## config.mk

```make
export PLATFORM = sky130hd
export DESIGN_NAME = vector_valu_issue
export DESIGN_NICKNAME = d
export VERILOG_FILES = /design/src/rtl/vector_valu_issue.sv
export SDC_FILE = /design/constraint.sdc
export NUM_CORES = 2
export LEC_CHECK = 0
export CAP_MARGIN = 20
export CORE_AREA = 5 5 734 736
export CTS_CLUSTER_SIZE = 14
export DETAILED_ROUTE_END_ITERATION = 12
export DIE_AREA = 0 0 739 741
export SYNTH_ARGS = -nofsm -noshare
export SYNTH_HDL_FRONTEND = slang
export SYNTH_SLANG_ARGS = --single-unit
```

## constraint.sdc

```tcl
create_clock -name clk -period 10.8 [get_ports clk]
set_clock_uncertainty 0.15 [all_clocks]
set_input_delay 1.08 -clock clk [delete_from_list [all_inputs] [get_ports clk]]
set_output_delay 1.08 -clock clk [all_outputs]
set_load 0.05 [all_outputs]
```

## src/rtl/vector_valu_issue.sv

```systemverilog
// Issue side of the VALU port: selects operands, tracks ops through the fixed-latency VALU,
// merges results with old vd under the lane mask and queues them toward writeback.
module vector_valu_issue #(
  parameter int NUM_ELEMENTS = 16,
  parameter int OP_W         = 5,
  parameter int IMM_W        = 16,
  parameter int TAG_W        = 5,
  parameter int VALU_LAT     = 2,
  parameter int OBUF_DEPTH   = 4
) (
  input  logic                      clk,
  input  logic                      rst,
  input  logic                      in_valid,
  output logic                      in_ready,
  input  logic [OP_W-1:0]           in_vop,
  input  logic [16*NUM_ELEMENTS-1:0] in_v1,
  input  logic [16*NUM_ELEMENTS-1:0] in_v2,
  input  logic [31:0]               in_r1,
  input  logic [IMM_W-1:0]          in_imm,
  input  logic [1:0]                in_src2_sel,
  input  logic [NUM_ELEMENTS-1:0]   in_vmask,
  input  logic [16*NUM_ELEMENTS-1:0] in_vold,
  input  logic [TAG_W-1:0]          in_tag,
  output logic [16*NUM_ELEMENTS-1:0] valu_vdat1,
  output logic [16*NUM_ELEMENTS-1:0] valu_vdat2,
  output logic [OP_W-1:0]           valu_vop,
  output logic [NUM_ELEMENTS-1:0]   valu_vmask,
  input  logic [16*NUM_ELEMENTS-1:0] valu_result,
  output logic                      wb_valid,
  input  logic                      wb_ready,
  output logic [16*NUM_ELEMENTS-1:0] wb_vdata,
  output logic [TAG_W-1:0]          wb_tag,
  input  logic                      flush,
  input  logic                      err_clr,
  output logic                      busy,
  output logic [4:0]                error
);

  localparam int VW = 16 * NUM_ELEMENTS;
  localparam int NS = VALU_LAT + 1;
  localparam int PW = (OBUF_DEPTH > 1) ? $clog2(OBUF_DEPTH) : 1;
  localparam int CW = $clog2(OBUF_DEPTH + VALU_LAT + 3);
  localparam logic [CW:0] DEPTH_C = (CW + 1)'(OBUF_DEPTH);

  function automatic logic [VW-1:0] bcast16(input logic [15:0] h);
    return {NUM_ELEMENTS{h}};
  endfunction

  function automatic logic [VW-1:0] merge_lanes(input logic [VW-1:0] res,
                                                input logic [VW-1:0] old,
                                                input logic [NUM_ELEMENTS-1:0] m);
    logic [VW-1:0] r;
    r = {VW{1'b0}};
    for (int i = 0; i < NUM_ELEMENTS; i++) begin
      r[16*i +: 16] = m[i] ? res[16*i +: 16] : old[16*i +: 16];
    end
    return r;
  endfunction

  function automatic logic [PW-1:0] next_ptr(input logic [PW-1:0] p);
    return (p == PW'(OBUF_DEPTH - 1)) ? {PW{1'b0}} : p + PW'(1);
  endfunction

  logic                    accept_s, legal_s, issue_s, push_s, pop_s, busy_s;
  logic [VW-1:0]           src2_s, push_data_s;
  logic [CW-1:0]           inflight_s;
  logic [CW:0]             credit_sum_s;
  logic                    issue_valid_r;
  logic [NS-1:0]           sh_valid_r;
  logic [TAG_W-1:0]        sh_tag_r  [NS];
  logic [NUM_ELEMENTS-1:0] sh_mask_r [NS];
  logic [VW-1:0]           sh_vold_r [NS];
  logic [VW-1:0]           fifo_data_r [OBUF_DEPTH];
  logic [TAG_W-1:0]        fifo_tag_r  [OBUF_DEPTH];
  logic [PW-1:0]           rd_ptr_r, wr_ptr_r;
  logic [CW-1:0]           fifo_cnt_r;
  logic [4:0]              error_r;
  logic                    unused_s;

  assign unused_s = ^in_r1[31:16];

  // Credit check and handshake; every slot in flight or queued counts against the FIFO depth.
  always_comb begin
    inflight_s   = CW'($countones(sh_valid_r));
    credit_sum_s = {1'b0, inflight_s} + {1'b0, fifo_cnt_r};
    in_ready     = !rst && !flush && (credit_sum_s < DEPTH_C);
    accept_s     = in_valid && in_ready;
    legal_s      = (in_src2_sel != 2'd3);
    issue_s      = accept_s && legal_s;
    push_s       = sh_valid_r[NS-1];
    pop_s        = wb_valid && wb_ready;
    busy_s       = issue_valid_r || (|sh_valid_r) || (fifo_cnt_r != {CW{1'b0}});
    push_data_s  = merge_lanes(valu_result, sh_vold_r[NS-1], sh_mask_r[NS-1]);
  end

  // Second-operand select.
  always_comb begin
    src2_s = {VW{1'b0}};
    case (in_src2_sel)
      2'd0:    src2_s = in_v2;
      2'd1:    src2_s = bcast16(in_r1[15:0]);
      2'd2:    src2_s = bcast16(in_imm[15:0]);
      default: src2_s = {VW{1'b0}};
    endcase
  end

  // Issue register: holds an op for exactly one cycle, zeros (NOP) otherwise.
  always_ff @(posedge clk) begin
    if (rst || flush || !issue_s) begin
      issue_valid_r <= 1'b0;
      valu_vdat1    <= {VW{1'b0}};
      valu_vdat2    <= {VW{1'b0}};
      valu_vop      <= {OP_W{1'b0}};
      valu_vmask    <= {NUM_ELEMENTS{1'b0}};
    end else begin
      issue_valid_r <= 1'b1;
      valu_vdat1    <= in_v1;
      valu_vdat2    <= src2_s;
      valu_vop      <= in_vop;
      valu_vmask    <= in_vmask;
    end
  end

  // Shadow pipe valid bits; the tail lines up with valu_result.
  always_ff @(posedge clk) begin
    if (rst || flush) begin
      sh_valid_r <= {NS{1'b0}};
    end else begin
      sh_valid_r[0] <= issue_s;
      for (int i = 1; i < NS; i++) sh_valid_r[i] <= sh_valid_r[i-1];
    end
  end

  // Shadow pipe payload (qualified by the valid bits).
  always_ff @(posedge clk) begin
    sh_tag_r[0]  <= in_tag;
    sh_mask_r[0] <= in_vmask;
    sh_vold_r[0] <= in_vold;
    for (int i = 1; i < NS; i++) begin
      sh_tag_r[i]  <= sh_tag_r[i-1];
      sh_mask_r[i] <= sh_mask_r[i-1];
      sh_vold_r[i] <= sh_vold_r[i-1];
    end
  end

  // Output FIFO storage.
  always_ff @(posedge clk) begin
    if (push_s) begin
      fifo_data_r[wr_ptr_r] <= push_data_s;
      fifo_tag_r[wr_ptr_r]  <= sh_tag_r[NS-1];
    end
  end

  // Output FIFO pointers and occupancy.
  always_ff @(posedge clk) begin
    if (rst || flush) begin
      rd_ptr_r   <= {PW{1'b0}};
      wr_ptr_r   <= {PW{1'b0}};
      fifo_cnt_r <= {CW{1'b0}};
    end else begin
      if (push_s) wr_ptr_r <= next_ptr(wr_ptr_r);
      if (pop_s)  rd_ptr_r <= next_ptr(rd_ptr_r);
      fifo_cnt_r <= fifo_cnt_r + CW'(push_s) - CW'(pop_s);
    end
  end

  // Sticky errors; a new set in the clearing cycle survives.
  always_ff @(posedge clk) begin
    if (rst) begin
      error_r <= 5'b00000;
    end else begin
      error_r <= (err_clr ? 5'b00000 : error_r) |
                 {3'b000, flush && busy_s, accept_s && !legal_s};
    end
  end

  assign wb_valid = (fifo_cnt_r != {CW{1'b0}});
  assign wb_vdata = fifo_data_r[rd_ptr_r];
  assign wb_tag   = fifo_tag_r[rd_ptr_r];
  assign busy     = busy_s;
  assign error    = error_r;

endmodule
```

[Yosys cells after proc, flatten, opt, wreduce, memory -nomap -nowiden]
Memory sizes are Yosys's and may differ from the RTL's. A register that Yosys moved wholly into a read port is not among the register bits.
Index checks and enable logic that the tools add are counted.
Operators by class
  equality and inequality tests: 5
  add/sub/neg operators: 7
  mux-type cells: 27
  bitwise operators: 1
  $lt $le $gt $ge: 1
  reductions and logical operators: 18
Operators with widths (number)
  256-bit one-hot mux with 3 select lines: 1
  16-bit two-way mux: 16
  2-bit two-way mux: 6
  1-bit logical AND: 7
  2-bit equality test, second input constant: 3
  3-bit by 4-bit adder with 5-bit output: 1
  5-bit by 3-bit < comparator with 1-bit output, second input constant: 1
  5-bit two-way mux: 1
  5-bit by 2-bit bitwise OR with 5-bit output: 1
  2-bit by 1-bit adder with 2-bit output, second input constant: 2
  4-bit by 1-bit adder with 4-bit output: 1
  1-bit zero test: 4
  1-bit logical OR: 4
  4-bit nonzero test: 1
  4-bit by 1-bit subtractor with 4-bit output: 1
  2-bit by 1-bit adder with 3-bit output: 1
  1-bit two-way mux: 3
  3-bit OR reduction: 1
  1-bit by 1-bit adder with 2-bit output: 1
  2-bit by 1-bit equality test with 1-bit output, second input constant: 1
  2-bit zero test: 1
  2-bit inequality test, second input constant: 1
Storage, ports and cells
  bits in writable memories: 1875
  memories kept: 5
  logic and storage cells: 74
  input bits: 1106
  flip-flop bits (word level): 550
Memories
  fifo_data_r: words 4, width 256, rd ports 1, clocked after Yosys merged registers in 1, write ports 1, line 73  | logic [VW-1:0] fifo_data_r [OBUF_DEPTH];
  sh_vold_r: words 3, width 256, rd ports 3, clocked after Yosys merged registers in 0, write ports 3, line 72  | logic [VW-1:0] sh_vold_r [NS];
  sh_mask_r: words 3, width 16, rd ports 3, clocked after Yosys merged registers in 0, write ports 3, line 71  | logic [NUM_ELEMENTS-1:0] sh_mask_r [NS];
  fifo_tag_r: words 4, width 5, rd ports 1, clocked after Yosys merged registers in 1, write ports 1, line 74  | logic [TAG_W-1:0] fifo_tag_r [OBUF_DEPTH];
  sh_tag_r: words 3, width 5, rd ports 3, clocked after Yosys merged registers in 0, write ports 3, line 70  | logic [TAG_W-1:0] sh_tag_r [NS];

[Depth between registers and ports, before layout]
  depth in word-level cells: 10
  mapped depth: 12
  gate-level depth less buffers: 12

[Least setup slack after synthesis]
OpenSTA, ideal clock, no wires.
  path kind: register -> register
  start: reg wr_ptr_r[0]
  end: mem fifo_data_r[0][0] (netlist bit) (enable)
  path buffers: 0
  setup slack: 3538 ps
  stages on the path, launching flop included: 4
  arrival: 6457 ps
  period minus slack after synthesis: 7262 ps
  path through: dfxtp_1 -> inv_1 -> ha_1 -> and2_1
RTL lines
  start, declared: line 75  | logic [PW-1:0] rd_ptr_r, wr_ptr_r;
  start signal, assigned: line 158  | wr_ptr_r <= {PW{1'b0}};
  start signal, assigned: line 161  | if (push_s) wr_ptr_r <= next_ptr(wr_ptr_r);
  end, declared: line 73
No word-level cell before the write port.

==> metrics <==
Worst EP required=9.57 ns; r2r setup slk=6.54 ns; Post-Syn Instances=4356; RePlAce Congestion=0.942; critical path cell sequence=buf_4 -> buf_12 -> mux4_2 -> clkdlybuf4s50_1; total track usage=0.148; DR vias=46.3k; Critical Path AT=4.49 ns; FF+latch count, synth=2424; post-cts repair resize count=0; Post-synth ARST share=0; total CTS buffers=286; critical path depth in cells=4; CP endpoint kind=output pin; non-filler instance count after layout=13.7k; Crit-path slowest cell=clkdlybuf4s50_1; PwrDens=199 nW/µm²; top sig layer=met5; GRT Residual Overflow=0; Critical Path End=wb_vdata[157]; Tmin final=5.72 ns; Max Slew Vio Count=0; Fin Setup TNS=0 ns; P&R area growth vs syn=48.7%; Setup WS pre-CTS=5.88 ns; die height=741 µm; Final Hold Viols=0; H-Tree Depth=5; LEAKAGE=38.7 nW; sequential share of the synthesized area=0.773; kind of critical path=flip-flop to output pin; wire length per cell=30.7 µm; Mapped Area=76300 µm²; Worst Path Max Fanout=93; # Post-CTS Setup Buffers=0; initial core utilization=0.144; ys flop type=dfxtp_1; Pre-antenna DRT Iters=5; Port Buf Inserts=1888; worst r2r src=sh_valid_r[0]; cell count after placement=13.1k; CP startpoint kind=flip-flop; CP top delay family=buffers and inverters; Post-Route WL=420 mm; metal3 WL=45.4 mm; reg2reg end=valu_vdat1[253]; Setup Viol. Count Final=0; Root Driver=clkbuf_16; Max VDD drop=0.174 mV; Critical path buffers and inverters=3; Worst-path clk slew=0.06 ns; post-synthesis cell type count=39; die footprint=548000 µm²; CTS sink count=2424; Post-synth EDFFs=1044; TritonCTS clock tree=yes; YS warnings=0; post-route worst setup slack=5.08 ns; clk_lat worst skew=0.94 ns; initial antenna violation count=189; f_max=0.175 GHz; Layout Nets=7465; Max transition margin=0.204; post-route clock period utilization=0.530; Worst Hold Slack=0.109 ns; Rows=268; Routed Antenna Nets=0; Die Wd=739 µm; vias per cell=3.39; CP peak stage delay=0.82 ns; number of global-route vias before repair=47.7k; core area=531000 µm²; pin count of the biggest net entering global routing=155; Post-Syn Area per Cell=17.5 µm²; actual slew at the worst max-slew pin=1.19 ns; metal2 WL=210 mm; Total Power=0.0226 W; final routed DRC violation total=0; clk buf depth=4; first-pass GRT wire length=527 mm; unrepaired setup endpoints after global routing=false; Worst Hold Class=flip-flop to flip-flop; 1st-iter DRT viols=3218; Max Cap Viol=0; status=finished clean; Hold Buf Count CTS=0; share of cells above drive strength 1=0.170; detailed placer's ending HPWL=337 mm; IO Pins=1908; Metal-1 WL=147 mm; R2R depth=8
## layout make-up
class,instances,area [µm²]
clock inverters,137,1730
flip-flops and latches,2424,59000
multi-input cells,1657,16100
fillers,56300,418000
diodes,74,185
clock buffers,383,8050
well taps,7020,8780
repair buffers,1961,19600
inverters,14,65.1
## where the power goes
group	internal, W	switching, W
Sequential	0.00985	0.000114
Combinational	0.00100	0.00167
Clock	0.00582	0.00417
Total	0.0167	0.00595
## registers in the layout (all words and copies together) (netlist names), named ones only
signal / cells
valu_vdat2: 256
valu_vmask: 16
wr_ptr_r: 2
rd_ptr_r: 2
sh_tag_r: 15
fifo_tag_r: 20
sh_mask_r: 48
sh_valid_r: 3
valu_vdat1: 256
error: 2
issue_valid_r: 1
fifo_cnt_r: 4
fifo_data_r: 1024
sh_vold_r: 768
valu_vop: 5
## cell usage after synthesis, types with 2 or more instances
| library cell | n | area share |
|---|---|---|
| ha_1 | 13 | 0.0021 |
| clkbuf_1 | 148 | 0.0073 |
| xnor2_1 | 2 | 0.00023 |
| inv_1 | 13 | 0.00064 |
| nand2_1 | 20 | 0.00098 |
| buf_4 | 8 | 0.00079 |
| a21oi_1 | 260 | 0.017 |
| buf_8 | 2 | 0.00039 |
| edfxtp_1 | 1044 | 0.41 |
| a21o_1 | 2 | 0.00020 |
| mux2i_1 | 2 | 0.00026 |
| buf_6 | 22 | 0.0032 |
| mux2_2 | 256 | 0.038 |
| buf_2 | 56 | 0.0037 |
| nor2b_1 | 258 | 0.021 |
| o21bai_1 | 256 | 0.025 |
| mux4_2 | 261 | 0.077 |
| and2_1 | 298 | 0.024 |
| fa_1 | 2 | 0.00052 |
| nor2_1 | 10 | 0.00049 |
| buf_1 | 26 | 0.0013 |
| dfxtp_1 | 1380 | 0.36 |
## cell families (layout without fill, tap and decap cells)
logic type | Yosys count | in the layout | synth area share
buf+inv | 277 | 2495 | 0.0175
fa+ha+maj | 15 | 15 | 0.00266
other cells | 1 | 77 | 0.0000492
compound gates | 521 | 521 | 0.0429
xor+xnor | 3 | 3 | 0.000345
mux | 519 | 519 | 0.115
flops | 2424 | 2424 | 0.773
simple gates | 596 | 596 | 0.0482
## metrics by stage
step	cell area, µm²	util
after floorplan	76300	-
after CTS	113000	0.213
after global placement	103000	0.194
final	113000	0.214
after detailed placement	103000	0.195
after global routing	113000	0.213
## per-layer routing
layer / track usage / vias up
met3: 0.0705 / 705
met2: 0.259 / 2127
met1: 0.153 / 23500
li1: - / 19900
met5: 0 / -
met4: 0.0531 / 118
## cells in the final DEF, fill, tap and decap left out, drive strengths merged
cell type	instances
clkinvlp	3
nor3	1
dfxtp	1380
or2	1
or3b	1
clkbuf	384
a211oi	1
nor2b	258
fa	2
inv	44
clkinv	84
and2	298
mux2i	2
nand3	1
mux4	261
and3b	1
o21bai	256
or4b	1
mux2	256
diode	74
a21o	2
bufinv	20
ha	13
a22o	1
nor2	11
edfxtp	1044
nand4b	1
or3	1
xor2	1
nand2	20
conb	3
clkdlybuf4s50	1860
xnor2	2
a31oi	1
buf	100
nand4	1
a21oi	260
## how the worst min path moves through the flow
stage	startpoint	endpoint	cells after the start
floorplan	sh_mask_r[0][0]	sh_mask_r[0][16]	0
global placement	sh_vold_r[0][472]	sh_vold_r[0][728]	0
detailed placement	sh_mask_r[0][21]	sh_mask_r[0][37]	0
CTS	sh_vold_r[0][17]	sh_vold_r[0][273]	0
global route	sh_vold_r[0][17]	sh_vold_r[0][273]	0
finish	sh_vold_r[0][17]	sh_vold_r[0][273]	0
Power figures use the tool's default switching activity.
